`src/rtl/imem_loader_if.sv`:
```
// Byte-stream handshake bundle feeding the instruction-memory loader.
// Ports: in_data[7:0], in_valid (source->loader), in_ready (loader->source).
interface imem_loader_if;
   logic [7:0] in_data;
   logic       in_valid;
   logic       in_ready;

   modport slave (
      input  in_data,
      input  in_valid,
      output in_ready
   );

   modport master (
      output in_data,
      output in_valid,
      input  in_ready
   );
endinterface

```
`src/rtl/imem_loader.sv`:
```
// Packs a length-prefixed byte stream into 32-bit LE words and writes imem.
// Ports: clk, rst (async active-low), start, strm (byte stream slave),
//   imem_we/imem_waddr/imem_wdata (registered write port),
//   busy, done, err, word_cnt (load status).
module imem_loader #(
   parameter int          DEPTH     = 256,
   parameter logic [31:0] BASE_ADDR = 32'h0
) (
   input  logic                clk,
   input  logic                rst,
   input  logic                start,
   imem_loader_if.slave        strm,
   output logic                imem_we,
   output logic [31:0]         imem_waddr,
   output logic [31:0]         imem_wdata,
   output logic                busy,
   output logic                done,
   output logic                err,
   output logic [15:0]         word_cnt
);

   localparam logic [2:0] IDLE   = 3'd0;
   localparam logic [2:0] LEN_LO = 3'd1;
   localparam logic [2:0] LEN_HI = 3'd2;
   localparam logic [2:0] DATA   = 3'd3;
   localparam logic [2:0] WRITE  = 3'd4;
   localparam logic [2:0] DONE   = 3'd5;
   localparam logic [2:0] ERR    = 3'd6;

   localparam logic [16:0] DEPTH_W = 17'(DEPTH);

   logic [2:0]  state;
   logic [15:0] len;
   logic [1:0]  byte_idx;
   logic [23:0] word_q;
   logic        xfer;
   logic [15:0] len_full;
   logic [15:0] cnt_next;

   assign strm.in_ready = (state == LEN_LO) ||
                          (state == LEN_HI) ||
                          (state == DATA);
   assign xfer     = strm.in_valid && strm.in_ready;
   assign len_full = {strm.in_data, len[7:0]};
   assign cnt_next = word_cnt + 16'd1;

   always_comb begin
      busy = 1'b0;
      done = 1'b0;
      err  = 1'b0;
      case (state)
         LEN_LO, LEN_HI,
         DATA, WRITE:    busy = 1'b1;
         DONE:           done = 1'b1;
         ERR:            err  = 1'b1;
         default:        busy = 1'b0;
      endcase
   end

   always_ff @(posedge clk or negedge rst) begin
      if (!rst) begin
         state      <= IDLE;
         len        <= '0;
         byte_idx   <= '0;
         word_q     <= '0;
         word_cnt   <= '0;
         imem_we    <= 1'b0;
         imem_waddr <= '0;
         imem_wdata <= '0;
      end else begin
         imem_we <= 1'b0;
         case (state)
            IDLE, DONE, ERR: begin
               if (start) begin
                  state    <= LEN_LO;
                  len      <= '0;
                  byte_idx <= '0;
                  word_q   <= '0;
                  word_cnt <= '0;
               end
            end
            LEN_LO: begin
               if (xfer) begin
                  len[7:0] <= strm.in_data;
                  state    <= LEN_HI;
               end
            end
            LEN_HI: begin
               if (xfer) begin
                  len[15:8] <= strm.in_data;
                  byte_idx  <= '0;
                  if (len_full == 16'd0)
                     state <= DONE;
                  else if ({1'b0, len_full} > DEPTH_W)
                     state <= ERR;
                  else
                     state <= DATA;
               end
            end
            DATA: begin
               if (xfer) begin
                  byte_idx <= byte_idx + 2'd1;
                  case (byte_idx)
                     2'd0: word_q[7:0]   <= strm.in_data;
                     2'd1: word_q[15:8]  <= strm.in_data;
                     2'd2: word_q[23:16] <= strm.in_data;
                     default: begin
                        // Last byte goes straight into the output
                        // register so the write lands next cycle.
                        imem_we    <= 1'b1;
                        imem_waddr <= BASE_ADDR +
                                      {14'd0, word_cnt, 2'b00};
                        imem_wdata <= {strm.in_data, word_q};
                        state      <= WRITE;
                     end
                  endcase
               end
            end
            WRITE: begin
               word_cnt <= cnt_next;
               if (cnt_next == len)
                  state <= DONE;
               else
                  state <= DATA;
            end
            default: state <= IDLE;
         endcase
      end
   end

endmodule

```
`src/flat_wrapper.sv`:
```
// flat-port wrapper written by rule: the top's interface ports become plain ports
module imem_loader_flat 
#(
   parameter int          DEPTH     = 256,
   parameter logic [31:0] BASE_ADDR = 32'h0
)
  (clk, rst, start, imem_we, imem_waddr, imem_wdata, busy, done, err, word_cnt, strm_in_data, strm_in_valid, strm_in_ready);
  imem_loader_if strm_i ();
  input  logic clk;
  input  logic rst;
  input  logic start;
  output logic imem_we;
  output logic [31:0] imem_waddr;
  output logic [31:0] imem_wdata;
  output logic busy;
  output logic done;
  output logic err;
  output logic [15:0] word_cnt;
  input wire logic [$bits(strm_i.in_data)-1:0] strm_in_data;
  input wire logic [$bits(strm_i.in_valid)-1:0] strm_in_valid;
  output wire logic [$bits(strm_i.in_ready)-1:0] strm_in_ready;
  assign strm_i.in_data = strm_in_data;
  assign strm_i.in_valid = strm_in_valid;
  assign strm_in_ready = strm_i.in_ready;
  imem_loader #(.DEPTH(DEPTH), .BASE_ADDR(BASE_ADDR)) u_core (.clk(clk), .rst(rst), .start(start), .strm(strm_i), .imem_we(imem_we), .imem_waddr(imem_waddr), .imem_wdata(imem_wdata), .busy(busy), .done(done), .err(err), .word_cnt(word_cnt));
endmodule
```
`config.mk`:
```
export PLATFORM = sky130hd
export DESIGN_NAME = imem_loader_flat
export DESIGN_NICKNAME = d
export VERILOG_FILES = /design/src/rtl/imem_loader_if.sv /design/src/rtl/imem_loader.sv /design/src/flat_wrapper.sv
export SDC_FILE = /design/constraint.sdc
export NUM_CORES = 1
export LEC_CHECK = 0
export ABC_AREA = 1
export BUFFER_PORTS_ARGS = -buffer_cell sky130_fd_sc_hd__buf_2
export CAP_MARGIN = 20
export CORE_MARGIN = 2
export CORE_UTILIZATION = 56
export DETAILED_ROUTE_END_ITERATION = 12
export PLACE_DENSITY_LB_ADDON = 0.05
export SLEW_MARGIN = 25
export SYNTH_ARGS = -nofsm -noshare
export SYNTH_HDL_FRONTEND = slang
export SYNTH_SLANG_ARGS = --single-unit
```
`constraint.sdc`:
```
create_clock -name clk -period 1.9 [get_ports clk]
set_input_delay 0.38 -clock clk [delete_from_list [all_inputs] [get_ports clk]]
set_output_delay 0.38 -clock clk [all_outputs]
set_load 0.005 [all_outputs]
```
==> impl_metrics.py <==
metrics = {
    "run_status": {
        "outcome": "finished, violations left",
        "failed_checks": "negative setup slack",
    },
    "sta": {
        "rsz0062_at_grt": "true",
        "setup_tns_ps": -27.0,
        "hold_viol": 0,
        "fin_ws_ps": -27.0,
        "slew_viol_final": 0,
        "hold_ws_ps": 284,
        "timing.final.crit_share_pct": 101,
        "setup_viol": 1,
        "clock.fmax_mhz": 519,
        "slew_headroom_pct": 65.8,
        "worst_pin_slew_ps": 512,
        "fin_crit_ps": 1930,
        "finClkSkew_ps": 19.7,
    },
    "critical_path": {
        "cp_max_fo": 6,
        "worstPathRequired_ps": 2170,
        "path_class": "register to register",
        "r2r_cells": 16,
        "slowest_stage": "dfrtp_1",
        "crit_chain": "buf_6 -> clkinvlp_4 -> nor2_4 -> nand2_4 -> inv_4 -> nand3_4 -> nand2_2 -> nand2_1 -> nand2_1 -> nand2_1 -> nor2_2 -> nand3_1 -> nand2_1 -> nand2_1 -> nand2_1 -> nand2_1",
        "r2r-start": "u_core.word_cnt[0]",
        "worstReg2RegEnd": "u_core.state[1]",
        "crit_top_cell": "nand2_1",
        "critPathArrivalTime_ps": 2200,
        "cp_slowest_stage_delay_ps": 430,
        "path_buf_inv": 3,
        "crit_family": "simple AND/OR/NAND/NOR gates",
        "cp-end-kind": "register",
        "rrSetupSlack_ps": -30,
        "start_kind": "register",
    },
    "global_routing": {
        "grt_use_total_pct": 27.1,
        "grt_max_degree": 37,
        "grt_first_pass_wirelength_um": 21900,
        "grt_pass1_vias": 4346,
        "antenna_found_initial": 0,
        "grt-ovfl-total": 0,
    },
    "clocking": {
        "cts_buffer_depth": 2,
        "htree_levels": 3,
        "cts_tree": "built",
        "numCtsBuffers": 9,
        "cts_root_buf": "clkbuf_8",
        "clkSlewWorstSetupHoldPaths_ps": 120,
        "clock_latency_ps": 390,
        "numClockSinks": 110,
    },
    "min_path": {
        "hold_class": "primary input to register",
        "min_from": "strm_in_data[2]",
        "min_to": "u_core.len[10]",
        "hold_depth": 3,
    },
    "finish": {
        "layout-area-overhead-vs-synth_pct": 19.9,
        "fill_cells": 769,
        "final_area_um2": 6390,
        "post-route-util_pct": 69.1,
        "nNetsFinal": 759,
        "diodes": 0,
        "drive_gt1_share_pct": 25.2,
    },
    "power_and_ir_drop": {
        "power_density_nw_per_um2": 1180,
        "peakVddDrop_v": 0.000932,
        "leakage_nw": 3.36,
    },
    "synth": {
        "synth.avg_cell_area_um2": 8.34,
        "ys_seq_area_share_pct": 51.7,
        "synth_cell_types": 36,
        "synth_top_area_share_pct": 51.7,
        "synth_top_cell_by_area": "dfrtp_1",
        "ys_ff_latch": 110,
        "ys_warn_count": 0,
        "postSynthCellCount": 639,
        "synth.area.top_cells": "dfrtp_1 (52%), nand2_1 (16%), nand3_1 (5.0%)",
        "netlist_area_um2": 5330,
    },
    "placed_design": {
        "port_buffers": 80,
        "place_area_um2": 5940,
        "place_ws_ps": 75.3,
        "dp_hpwl_um": 9810,
        "place.gp.congestion": 0.931,
    },
    "floorplanning": {
        "io_pins": 97,
        "die_h_um": 102,
        "design.core.area_um2": 9240,
        "start_util_pct": 57.6,
        "row_count": 35,
        "die_area_um2": 10300,
        "chipWidth_um": 102,
    },
    "route": {
        "vias": 4729,
        "vias_per_cell": 5.40,
        "drc": 0,
        "drt_iter0_markers": 207,
        "drt-total-wl_um": 13700,
        "post_drt_wl_per_cell_um": 15.7,
        "firstDrtPassIters": 6,
        "antenna_left": 0,
    },
    "flow_run": {
        "maxCapViolCount": 0,
    },
}
[Yosys cell counts]
cell / count
a31oi_2: 1
nand2_4: 2
or2_2: 2
nand2_2: 7
nor3_1: 1
nand3_2: 1
nor2_1: 17
a21oi_1: 2
nand4_1: 10
o211ai_4: 1
inv_2: 3
clkinv_1: 1
nor3_4: 1
clkbuf_1: 3
ha_1: 5
o21ai_2: 4
nor4_2: 1
nor4_1: 1
o211a_1: 1
nand3_1: 53
buf_4: 17
o22ai_1: 14
buf_2: 12
conb_1: 1
a21oi_2: 1
inv_1: 57
nand2_1: 220
buf_6: 1
nor2_2: 9
xor2_1: 2
dfrtp_1: 110
nor2_8: 2
o21ai_1: 47
nor2_4: 4
xnor3_1: 1
o21ai_0: 24
[how the worst max path moves through the flow]
stage | start | to | slack, ps | cells after the start
after floorplan | u_core.word_cnt[0] | u_core.state[1] | 170 | 14
after global placement | u_core.word_cnt[0] | u_core.state[1] | 110 | 14
after detailed placement | u_core.word_cnt[0] | u_core.state[1] | 80 | 15
after CTS | u_core.state[0] | busy | 50 | 4
after global routing | u_core.word_cnt[0] | u_core.state[1] | -180 | 16
final | u_core.word_cnt[0] | u_core.state[1] | -30 | 16
[metal layers]
metal	vias up	wire (um)	part of all wire (%)	GRT usage [%]
met5	-	0	0	0
met4	0	167	1.2	7.17
met3	15	834	6.1	3.38
met2	166	6450	47	41.6
met1	2301	6280	46	41.0
li1	2247	-	-	-
[per-stage QoR]
| stage | total power [mW] | instances |
|---|---|---|
| final | 7.55 | 876 |
| after global routing | 8.07 | 876 |
| after CTS | 7.25 | 864 |
| after detailed placement | 5.81 | 847 |
| after global placement | 5.72 | 847 |
| after floorplan | 4.97 | 654 |
[cell type report]
class	instances	area, um2	share of cell area, %
sequential	110	2760	43.2
timing repair buffer	108	698	10.9
tap	129	161	2.53
multi-input combinational	452	2330	36.5
inverter	61	239	3.74
clock buffer	9	124	1.94
clock inverter	7	75.1	1.18
[sequential cells by signal, indices dropped and copies added, names as in the netlist]
name,flops
u_core.len,16
u_core.imem_we,1
u_core.imem_wdata,32
u_core.imem_waddr,16
u_core.state,3
u_core.word_q,24
u_core.word_cnt,16
u_core.byte_idx,2
[where the power goes]
group / switching [mW] / internal (mW)
logic: 1.83 / 1.06
registers: 0.359 / 2.84
clock network: 0.928 / 0.522
[cell families (layout without fill, tap and decap cells)]
kind of cell / Yosys count / count (layout) / synth area share [%]
other: 1 / 16 / 0.0704
AOI/OAI and AO/OA: 95 / 96 / 10.1
buffers and inverters: 94 / 185 / 8.25
and+or+nand+nor: 331 / 332 / 27.9
DFF: 110 / 110 / 51.7
adders and majority gates: 5 / 5 / 1.17
xor gates and xnor gates: 3 / 3 / 0.752
[repair_timing]
action	CTS	global route
endpoints found under the hold margin	33	0
endpoints found under the setup margin	0	29
buffers inserted	0	10
resized for setup	0	37
hold buffers	1	0
[tightest hold or removal path, stage by stage]
cell and delay [ps]:
buf_2 140, nand3_1 80, nand2_1 40
[layout by cell type, fill, tap and decap left out, types with 14 or more instances in the layout]
cell type  Yosys  final
buf_2         12     79
buf_4         17     20
nand2_1      220    213
dfrtp_1      110    104
o21ai_0       24     23
inv_1         57     55
conb_1         1     16
o22ai_1       14     14
o21ai_1       47     48
nand3_1       53     49
No activity file was read; power rests on OpenSTA's default activity.
